**config.mk**
```make
export PLATFORM = sky130hd
export DESIGN_NAME = ifetch_unit
export DESIGN_NICKNAME = d
export VERILOG_FILES = /design/src/rtl/ifetch_unit_pkg.sv /design/src/rtl/ifetch_perf_cnt.sv /design/src/rtl/ifetch_unit.sv
export SDC_FILE = /design/constraint.sdc
export NUM_CORES = 1
export LEC_CHECK = 0
export CORE_MARGIN = 2
export CORE_UTILIZATION = 25
export CTS_CLUSTER_SIZE = 20
export DETAILED_ROUTE_END_ITERATION = 6
export DONT_BUFFER_PORTS = 1
export SYNTH_ARGS = -nofsm -noshare
export SYNTH_HDL_FRONTEND = slang
export SYNTH_SLANG_ARGS = --single-unit
```
**constraint.sdc**
```tcl
create_clock -name clk -period 1.9 [get_ports clk]
set_input_delay 0 -clock clk [delete_from_list [all_inputs] [get_ports clk]]
set_output_delay 0 -clock clk [all_outputs]
set_load 0.02 [all_outputs]
```
**src/rtl/ifetch_unit_pkg.sv**
```systemverilog
// Shared definitions for the instruction-fetch stage: FSM encodings, NOP word,
// default reset PC and the IR payload struct.
package ifetch_defs;

  localparam int unsigned XLEN = 32;

  typedef enum logic [1:0] {
    S_IDLE  = 2'd0,
    S_REQ   = 2'd1,
    S_FULL  = 2'd2,
    S_DRAIN = 2'd3
  } state_t;

  localparam logic [XLEN-1:0] NOP_INSTR        = 32'h0000_0000;
  localparam logic [XLEN-1:0] DEFAULT_RESET_PC = 32'h0000_0000;

  typedef struct packed {
    logic [XLEN-1:0] instr;
    logic [XLEN-1:0] pc;
  } ir_entry_t;

  // Fetch addresses are always word aligned; the low two bits are dropped.
  function automatic logic [XLEN-1:0] word_align(input logic [XLEN-1:0] addr);
    return {addr[XLEN-1:2], 2'b00};
  endfunction

endpackage

```
**src/rtl/ifetch_perf_cnt.sv**
```systemverilog
// Free-running count of instruction words written into the IR (wraps at 2^32).
module ifetch_perf_cnt
  import ifetch_defs::*;
(
  input  logic            clk,
  input  logic            rst_n,
  input  logic            i_inc,
  output logic [XLEN-1:0] o_cnt
);

  logic [XLEN-1:0] r_cnt;

  always_ff @(posedge clk or negedge rst_n) begin
    if (!rst_n) begin
      r_cnt <= '0;
    end else if (i_inc) begin
      r_cnt <= r_cnt + XLEN'(1);
    end
  end

  assign o_cnt = r_cnt;

endmodule

```
**src/rtl/ifetch_unit.sv**
```systemverilog
// Instruction-fetch stage: owns the PC, runs the imem req/ack handshake and
// loads the IR. Optional fetch counter enabled by IFETCH_PERF_CNT_EN.
module ifetch_unit
  import ifetch_defs::*;
#(
  parameter logic [XLEN-1:0] RESET_PC = DEFAULT_RESET_PC
) (
  input  logic            clk,
  input  logic            rst_n,
  output logic            imem_req,
  output logic [XLEN-1:0] imem_addr,
  input  logic            imem_ack,
  input  logic [XLEN-1:0] imem_rdata,
  input  logic            stall,
  input  logic            redirect,
  input  logic [XLEN-1:0] redirect_pc,
  output logic [XLEN-1:0] ir,
  output logic [XLEN-1:0] ir_pc,
  output logic            ir_valid,
  output logic [XLEN-1:0] pc_plus4
`ifdef IFETCH_PERF_CNT_EN
  ,
  output logic [XLEN-1:0] fetch_cnt
`endif
);

  localparam logic [XLEN-1:0] RESET_PC_A = word_align(RESET_PC);

  state_t          r_state;
  logic [XLEN-1:0] r_pc;
  logic [XLEN-1:0] r_req_addr;
  ir_entry_t       r_ir;
  logic            r_ir_valid;
  logic            r_imem_req;
  logic [XLEN-1:0] w_target;

  assign w_target = word_align(redirect_pc);

  // Redirect takes priority in every state; an outstanding request is always
  // completed (S_DRAIN) before the new target is fetched.
  always_ff @(posedge clk or negedge rst_n) begin
    if (!rst_n) begin
      r_state    <= S_IDLE;
      r_pc       <= RESET_PC_A;
      r_req_addr <= RESET_PC_A;
      r_ir       <= '{instr: NOP_INSTR, pc: '0};
      r_ir_valid <= 1'b0;
      r_imem_req <= 1'b0;
    end else begin
      unique case (r_state)
        S_IDLE: begin
          r_state    <= S_REQ;
          r_imem_req <= 1'b1;
          if (redirect) begin
            r_pc       <= w_target;
            r_req_addr <= w_target;
          end else begin
            r_req_addr <= r_pc;
          end
        end
        S_REQ: begin
          if (redirect) begin
            r_pc <= w_target;
            if (imem_ack) begin
              r_req_addr <= w_target;
            end else begin
              r_state <= S_DRAIN;
            end
          end else if (imem_ack) begin
            r_ir       <= '{instr: imem_rdata, pc: r_req_addr};
            r_pc       <= r_req_addr + XLEN'(4);
            r_ir_valid <= 1'b1;
            r_imem_req <= 1'b0;
            r_state    <= S_FULL;
          end
        end
        S_FULL: begin
          if (redirect) begin
            r_ir_valid <= 1'b0;
            r_pc       <= w_target;
            r_req_addr <= w_target;
            r_imem_req <= 1'b1;
            r_state    <= S_REQ;
          end else if (!stall) begin
            r_ir_valid <= 1'b0;
            r_req_addr <= r_pc;
            r_imem_req <= 1'b1;
            r_state    <= S_REQ;
          end
        end
        S_DRAIN: begin
          if (redirect) begin
            r_pc <= w_target;
          end
          if (imem_ack) begin
            r_req_addr <= redirect ? w_target : r_pc;
            r_state    <= S_REQ;
          end
        end
      endcase
    end
  end

  assign imem_req  = r_imem_req;
  assign imem_addr = r_req_addr;
  assign ir        = r_ir.instr;
  assign ir_pc     = r_ir.pc;
  assign ir_valid  = r_ir_valid;
  assign pc_plus4  = r_ir.pc + XLEN'(4);

`ifdef IFETCH_PERF_CNT_EN
  logic w_fetch_inc;

  // Only acks whose data lands in the IR are counted.
  assign w_fetch_inc = (r_state == S_REQ) && imem_ack && !redirect;

  ifetch_perf_cnt u_perf_cnt (
    .clk   (clk),
    .rst_n (rst_n),
    .i_inc (w_fetch_inc),
    .o_cnt (fetch_cnt)
  );
`endif

endmodule

```
== Yosys cells after proc, flatten, opt, wreduce, memory -nomap -nowiden ==
Index checks and enable logic that the tools add are counted.
Cells by class
  multiplexer cells: 27
  add/sub/neg operators: 2
  reduce and logical (&&, ||, !) cells: 9
  equal/unequal tests: 10
  bitwise gates (word level): 1
Operator list (number)
  $mux 32: 8
  $pmux 32 s4: 1
  $add 32x3->32 const B: 2
  $pmux 32 s2: 1
  $reduce_and 4->1: 4
  $mux 2: 6
  $ne 3x3->1 const B: 3
  $mux 1: 8
  $ne 2x2->1 const B: 4
  $pmux 2 s4: 1
  $eq 2x2->1 const B: 2
  $pmux 1 s3: 1
  $reduce_and 3->1: 1
  $reduce_bool 3->1: 1
  $reduce_or 3->1: 1
  $eq 2x1->1 const B: 1
  $logic_not 2->1: 1
  $pmux 1 s2: 1
  $reduce_bool 2->1: 1
  $not 1->1: 1
Storage, ports and cells
  logic and storage cells: 56
  input port bits: 69
  register bits after elaboration: 132
  output and inout port bits: 130

== Depth between registers and ports, before layout ==
Gate-level depths: netlist of the first run.
  depth in word-level cells: 4
  mapped depth: 8
  mapped depth without buffers: 6

== Worst setup path after synthesis of the first run ==
OpenSTA, ideal clock, no wires.
  path kind: register to output
  from: register r_ir (netlist bit ir_pc[4])
  to: output pc_plus4[27]
  slack: -0.028 ns
  data arrival time: 1.928 ns
  data required time: 1.900 ns
  cell stages (with the launch flop): 6
  buffers on the path: 0
  cells stage by stage: dfrtp_1 > nand3_1 > or4_1 > nor2_1 > nand4_1 > xnor2_1
On the way
  longest elaborated chain between the ends: 1
Ends and longest elaborated chain
  start, declared: RTL line ifetch_unit.sv:32  | ir_entry_t r_ir;
  start signal, assigned: RTL line ifetch_unit.sv:46  | r_ir <= '{instr: NOP_INSTR, pc: '0};
  start signal, assigned: RTL line ifetch_unit.sv:70  | r_ir <= '{instr: imem_rdata, pc: r_req_addr};
  $add 32x3->32: RTL line ifetch_unit.sv:109  | assign pc_plus4 = r_ir.pc + XLEN'(4);
  end, declared: RTL line ifetch_unit.sv:20  | output logic [XLEN-1:0] pc_plus4
No other way between the ends.

== Worst setup path after layout of the first run ==
  from: register r_ir (netlist bit ir_pc[2])
  to: output pc_plus4[29]
The elaborated chain is that of the path after synthesis.

==> results of run 1 <==
-- final timing paths --
path	start	to	slack, ns	cells after the start
hold reg to reg	r_pc[11]$_DFFE_PN0N_	r_pc[11]$_DFFE_PN0N_	0.51	2
max in group asynchronous	rst_n	r_pc[10]$_DFFE_PN0N_	2.35	0
setup reg to reg	imem_addr[3]$_DFFE_PN0P_	r_pc[28]$_DFFE_PN0N_	0.08	7
setup / recovery	ir_pc[2]$_DFFE_PN0P_	pc_plus4[29]	-0.28	6
min in group clk	redirect	imem_addr[1]$_DFFE_PN0P_	0	4
hold / removal	rst_n	ir[30]$_DFFE_PN0P_	-0.73	0
-- cell type report --
cell class	instances	share of cell area, %
clock buffers	20	4.99
clock inverters	12	1.78
inverters	11	0.441
flip-flops and latches	132	35.3
diodes	4	0.107
well taps	335	4.48
multi-input cells	563	35.8
repair buffers	181	17.1
-- registers in the layout, summed over array words and instances, names as in the netlist --
register and flops:
imem_addr 32, r_pc 32, ir_pc 32, ir 32, imem_req 1, r_state 2
ir_valid 1
-- layout by cell type (no fill, tap or decap), drive strengths merged, types with 8 or more instances in the layout --
master	instances
nand2	226
dfrtp	132
buf	116
dlygate4sd3	65
nor2	64
a21oi	54
mux2i	33
xnor2	29
o21ai	28
nand3	28
xor2	23
clkbuf	20
nand4	17
inv	16
o221ai	8
and3	8
-- power groups by stage --
stage / clock, uW / sequential, uW / combinational [uW]
3_5_place_dp: 0 / 4510 / 4120
3_3_place_gp: 0 / 4480 / 4070
2_1_floorplan: 0 / 5070 / 1940
5_1_grt: 3710 / 4590 / 4910
4_1_cts: 3580 / 4470 / 4370
6_report: 3490 / 4490 / 4530
-- routing by layer --
metal	GRT usage, %	vias up
li1	-	2838
met1	19.7	2828
met2	23.7	175
met3	4.09	28
met4	5.73	4
met5	0	-
-- worst register-to-register path, delay by kind of cell, from the launching register on --
family	cells	cell delay, ns
AOI/OAI and AO/OA	1	0.19
adders and majority gates	1	0.14
and+or+nand+nor	3	0.61
buffers and inverters	1	0.18
DFF	1	0.42
xor gates and xnor gates	1	0.19
-- repair_timing --
| action | CTS | global route |
|---|---|---|
| pin swaps | 16 | 21 |
| cloned | 0 | 0 |
| setup buffers | 10 | 11 |
| hold endpoints to repair | 230 | 132 |
| resized for setup | 26 | 28 |
| setup endpoints to repair | 21 | 31 |
-- stage by stage --
step | cells | setup slack, ns
after floorplan | 751 | 0.0204
after global placement | 1137 | 0.0686
after detailed placement | 1137 | 0.0480
after CTS | 1244 | -0.276
after global routing | 1257 | -0.347
final | 1258 | -0.277
-- kinds of logic after synthesis --
logic type / Yosys count / share of synthesized area (%)
flops: 132 / 50.0
simple gates: 373 / 25.0
xor+xnor: 52 / 6.90
mux: 33 / 5.00
fa+ha+maj: 2 / 0.379
buf+inv: 56 / 3.75
compound gates: 103 / 8.93
==> reports/results.tsv, run 1 <==
metric	value	unit
cells along the critical path	nand3_2 > or4_4 > nor2_4 > buf_4 > nand3_4 > xnor2_4	
Crit Path Class	flop to output pin	
Clk pwr share	27.9	%
initial antenna violation count	6	
flops & latches, synth	132	
Period minus WS final	2.18	ns
Die Area	0.0277	mm2
GRT Total Usage	15.0	%
synthesized area	0.00660	mm2
Setup crit end kind	output pin	
sequential element share of the synthesized area	50.0	%
CTS tree	built	
Worst-Skew Late Latency	0.42	ns
Placer Congestion	0.801	
Max clock buf depth	2	
cell area after layout	0.00936	mm2
leading post-synthesis cells by cell area	dfrtp_1, nand2_1, mux2i_1	
Worst Setup Start Kind	flop	
Layout Utilization	36.0	%
detailed-route via count	5873	
Filler cells	2637	
M1 WL	9.50	mm
highest metal used	met5	
Reg area	0.00331	mm2
Internal	7540	uW
Worst-path clk slew	0.06	ns
drt drc	0	
htree depth	4	
drt first-iter violations	398	
Worst Path Buf+Inv	1	
cell count after synthesis	751	
layout cells sized above 1	21.8	%
DRT Wirelength	21.1	mm
largest net degree at the start of global routing	133	
final setup margin	-0.277	ns
Routed Antenna Nets	0	
Synth Flop Type	dfrtp_1	
synth cell count leaders	nand2_1, dfrtp_1, nor2_1	
placed instance area	0.00762	mm2
Async SR Flop Fraction	100	%
total power	12500	uW
Arr. time, crit path	2.18	ns
CP delay by family, top	simple AND/OR/NAND/NOR gates	
CP max stage delay	0.57	ns
slew of the pin with the lowest slew margin	0.714	ns
Nets	977	
maximum clock frequency	0.459	GHz
routed vias/inst	4.67	
switching power share of the total	39.7	%
CTS Hold Bufs	66	
DR WL met2	9.79	mm
Core Box Area	0.0260	mm2
status	complete, but fails checks	
Synth Area per Inst	8.79	um2
vias in the first global route	5676	
Max-Cap Viols	0	
Net Sw Power	4970	uW
die width	166	um
num ports	199	
number of synthesis warnings	0	
Synth top area share	50.0	%
Seq pwr share	35.9	%
Pleak	0.00421	uW
1st-pass router iterations	5	
worst vdd ir	0.520	mV
Syn Nets	822	
Gate power share	36.2	%
period utilization	115	%
Max Slew Vio Count	0	
Fin Clk Skew	0.0123	ns
Crit path required time	1.90	ns
setup tns final	-2.27	ns
worst hold slack	-0.727	ns
Yosys top cell by area	dfrtp_1	
cell with the most instances after synthesis	nand2_1	
CP Max Fanout	4	
synthesis-to-finish area growth	41.8	%
Pwr Density	1340	mW/mm2
WL met3	1.25	mm
Relative slew margins	52.2	%
Std-Cell Rows	59	
violated checks	hold timing, setup timing	
effective utilization at floorplan	25.4	%
Hold Path Class	input port to asynchronous set/reset pin	
Num CTS Buffers	17	
library cells used by synthesis	45	
IO buf count	0	
CP max-delay cell	or4_4	
RSZ-0062 raised after global routing	true	
Multi-input gate area	0.00335	mm2
Final Hold Viols	132	
Routed wire per std cell	16.8	um
HPWL Detailed	14.7	mm
gr ovfl total	0	
first-pass GRT wire length	32.9	mm
final setup vio count	19	
root buffer cell	clkbuf_16	
Die Height	166	um
clk sinks	132	
number of synthesized flops with an enable pin	0	
Note: power is estimated with default switching activity, not from simulation.
==> run 2, diff against run 1 <==
--- a/config.mk
+++ b/config.mk
@@ -5,11 +5,14 @@
 export SDC_FILE = /design/constraint.sdc
 export NUM_CORES = 1
 export LEC_CHECK = 0
+export ABC_AREA = 1
 export CORE_MARGIN = 2
 export CORE_UTILIZATION = 25
+export CTS_CLUSTER_DIAMETER = 150
 export CTS_CLUSTER_SIZE = 20
 export DETAILED_ROUTE_END_ITERATION = 6
 export DONT_BUFFER_PORTS = 1
+export PLACE_DENSITY = 0.41
 export SYNTH_ARGS = -nofsm -noshare
 export SYNTH_HDL_FRONTEND = slang
 export SYNTH_SLANG_ARGS = --single-unit
==> run 2 against run 1 <==
Clock skew barely moved. First-iteration DRC count fell by 3.3%. Largest cell class unchanged. Cell area is 5.2% higher. The run still ends with hold timing, setup timing left. Largest power group unchanged. Synthesized cell count increased by 27%. Total power is 34% higher.
==> reports/results.tsv, run 2 <==
metric	value	unit	change
largest net degree at the start of global routing	133		unchanged
Period minus WS final	1.95	ns	-0.223 ns
root buffer cell	clkbuf_16		
Worst-path clk slew	0.06	ns	about the same
reg-to-reg critical path startpoint	r_state[1]$_DFFE_PN0P_		
CTS Hold Bufs	66		unchanged
sequential element share of the synthesized area	46.9	%	-3.2 points
library cells used by synthesis	39		-13%
flops & latches, synth	132		unchanged
cell area after layout	0.00984	mm2	+5.2%
RSZ-0062 raised after global routing	true		
vias in the first global route	6720		+18%
commonest non-fill, non-tap cells in the layout	nand2_1, dfrtp_1, buf_4, nor2_1, inv_1		
Pleak	0.00462	uW	+9.6%
FF-to-FF End	r_pc[22]$_DFFE_PN0N_		
detailed-route via count	6783		+15%
Placer Congestion	0.871		+8.8%
number of synthesized flops with an enable pin	0		unchanged
DR WL met2	11.5	mm	+17%
Synth Area per Inst	7.39	um2	-16%
CP Max Fanout	3		-1
CP max-delay cell	dfrtp_1		
drt drc	0		unchanged
Std-Cell Rows	61		+3.4%
# diodes	0		-4
IO buf count	0		unchanged
Synth top area share	46.9	%	-3.2 points
Max clock buf depth	2		unchanged
Nets	1202		+23%
DRT Wirelength	25.4	mm	+20%
synth cell count leaders	nand2_1, dfrtp_1, nor2_1		
maximum clock frequency	0.512	GHz	+11%
Routed wire per std cell	16.7	um	-0.52%
Die Area	0.0295	mm2	+6.6%
WL met3	1.49	mm	+20%
Final Hold Viols	132		unchanged
clk sinks	132		unchanged
slew of the pin with the lowest slew margin	0.442	ns	-0.272 ns
Layout Utilization	35.4	%	-0.58 points
Setup crit end kind	output pin		
1st-pass router iterations	5		unchanged
htree depth	4		unchanged
gr ovfl total	0		unchanged
leading post-synthesis cells by cell area	dfrtp_1, nand2_1, nor2_1		
Worst Setup Start Kind	flop		
Syn Nets	1024		+25%
Yosys top cell by area	dfrtp_1		
cells along the critical path	buf_6 > nand2_2 > nor3_4 > nand2_2 > nor2_4 > nand3b_1 > xnor2_1 > buf_4		
synthesized area	0.00705	mm2	+6.7%
Synth Flop Type	dfrtp_1		
most common cell after layout, fill and taps aside	nand2_1		
layout cells sized above 1	19.7	%	-2.1 points
cell with the most instances after synthesis	nand2_1		
status	complete, but fails checks		
final setup margin	-0.0539	ns	+0.223 ns
Async SR Flop Fraction	100	%	unchanged
synthesis-to-finish area growth	39.7	%	
num ports	199		unchanged
Max Slew Vio Count	0		unchanged
drt first-iter violations	385		-3.3%
initial antenna violation count	0		-6
die width	172	um	+3.2%
cell count after synthesis	953		+27%
FF-to-FF setup slack	0.17	ns	+0.09 ns
period utilization	103	%	-12 points
Crit Path Class	flop to output pin		
effective utilization at floorplan	25.4	%	-0.039 points
GRT Total Usage	17.1	%	+2.0 points
highest metal used	met4		
Relative slew margins	70.4	%	+18 points
worst vdd ir	0.591	mV	+14%
Crit path required time	1.90	ns	about the same
Max-Cap Viols	0		unchanged
Worst-Skew Late Latency	0.42	ns	about the same
CP max stage delay	0.39	ns	-0.18 ns
routed vias/inst	4.46		-4.5%
Core Box Area	0.0278	mm2	+6.9%
CTS tree	built		
Routed Antenna Nets	0		unchanged
HPWL Detailed	18.3	mm	+25%
Die Height	172	um	+3.2%
Pwr Density	1700	mW/mm2	+27%
number of synthesis warnings	0		unchanged
first-pass GRT wire length	38.2	mm	+16%
M1 WL	11.9	mm	+26%
violated checks	hold timing, setup timing		
final setup vio count	5		-14
Hold Path Class	input port to asynchronous set/reset pin		
Arr. time, crit path	1.95	ns	-0.23 ns
Fin Clk Skew	0.0128	ns	+0.000497 ns
placed instance area	0.00823	mm2	+8.1%
worst hold slack	-0.733	ns	-0.00599 ns
Num CTS Buffers	17		unchanged
CP most frequent cell	nand2_2		
worst reg-to-reg path cell count	7		unchanged
run 2: cell types whose count changed in the layout (fill, tap and decap cells not counted), moves of 10 or more:
cell | previous run | this run
a21oi_1 | 54 | 13
o21ai_1 | 1 | 15
inv_1 | 11 | 74
o21ai_0 | 27 | 69
nand3_1 | 18 | 47
nor2_1 | 59 | 115
buf_4 | 107 | 120
xnor2_1 | 19 | 9
nand2_1 | 224 | 314
mux2i_1 | 33 | 0
run 2: power breakdown:
group	internal [uW]	leakage [uW]	switching (uW)
combinational	2820	0.00274	4670
clock	1940	0.000272	1360
sequential	4140	0.00160	1820
run 2: worst max-delay path by stage:
stage | endpoint | slack (ns) | from
6_report | pc_plus4[30] | -0.05 | ir_pc[10]$_DFFE_PN0P_
5_1_grt | pc_plus4[30] | -0.19 | ir_pc[10]$_DFFE_PN0P_
4_1_cts | pc_plus4[23] | -0.04 | ir_pc[3]$_DFFE_PN0P_
3_5_place_dp | pc_plus4[26] | 0.14 | ir_pc[3]$_DFFE_PN0P_
3_3_place_gp | r_pc[23]$_DFFE_PN0N_ | 0.19 | r_state[0]$_DFFE_PN0P_
2_1_floorplan | pc_plus4[20] | 0.12 | ir_pc[3]$_DFFE_PN0P_
run 2: worst max-delay path: cells and delay by family, from the launching register on:
family / cells / cell delay (ns)
xor+xnor: 1 / 0.16
buf+inv: 2 / 0.32
simple gates: 5 / 0.66
flops: 1 / 0.39
run 2: cell type report:
| type | instances | area (um2) |
|---|---|---|
| clock buffers | 17 | 425 |
| fillers | 3013 | 17900 |
| flip-flops and latches | 132 | 3310 |
| clock inverters | 15 | 156 |
| well taps | 378 | 473 |
| inverters | 81 | 304 |
| multi-input cells | 702 | 3430 |
| repair buffers | 197 | 1740 |
run 2: logic make-up after synthesis:
| group | after synthesis | synth area share [%] |
|---|---|---|
| compound gates | 128 | 10.2 |
| simple gates | 543 | 31.7 |
| fa+ha+maj | 2 | 0.355 |
| xor+xnor | 29 | 3.61 |
| flops | 132 | 46.9 |
| buf+inv | 119 | 7.26 |
run 2: metal layers:
metal  up-vias  track usage, %
li1       3399               -
met1      3187            23.3
met2       172            26.8
met3        25            4.12
met4         0            5.26
met5         -               0
run 2: metrics by stage:
step	hold WS (ns)	setup WS, ns	setup TNS, ns	power [uW]	cells
CTS	-0.750	-0.0358	-0.136	16800	1516
finish	-0.733	-0.0539	-0.170	16700	1522
global placement	-0.293	0.189	0	13000	1406
detailed placement	-0.292	0.144	0	13100	1406
global route	-0.760	-0.188	-1.63	18000	1522
floorplan	-0.296	0.125	0	9950	953
run 2: repair_timing:
action / in CTS / in global routing
hold endpoints to repair: 229 / 132
gates cloned: 0 / 0
setup buffers: 12 / 6
setup endpoints to repair: 17 / 19
resized for setup: 32 / 30
pin swaps: 6 / 9
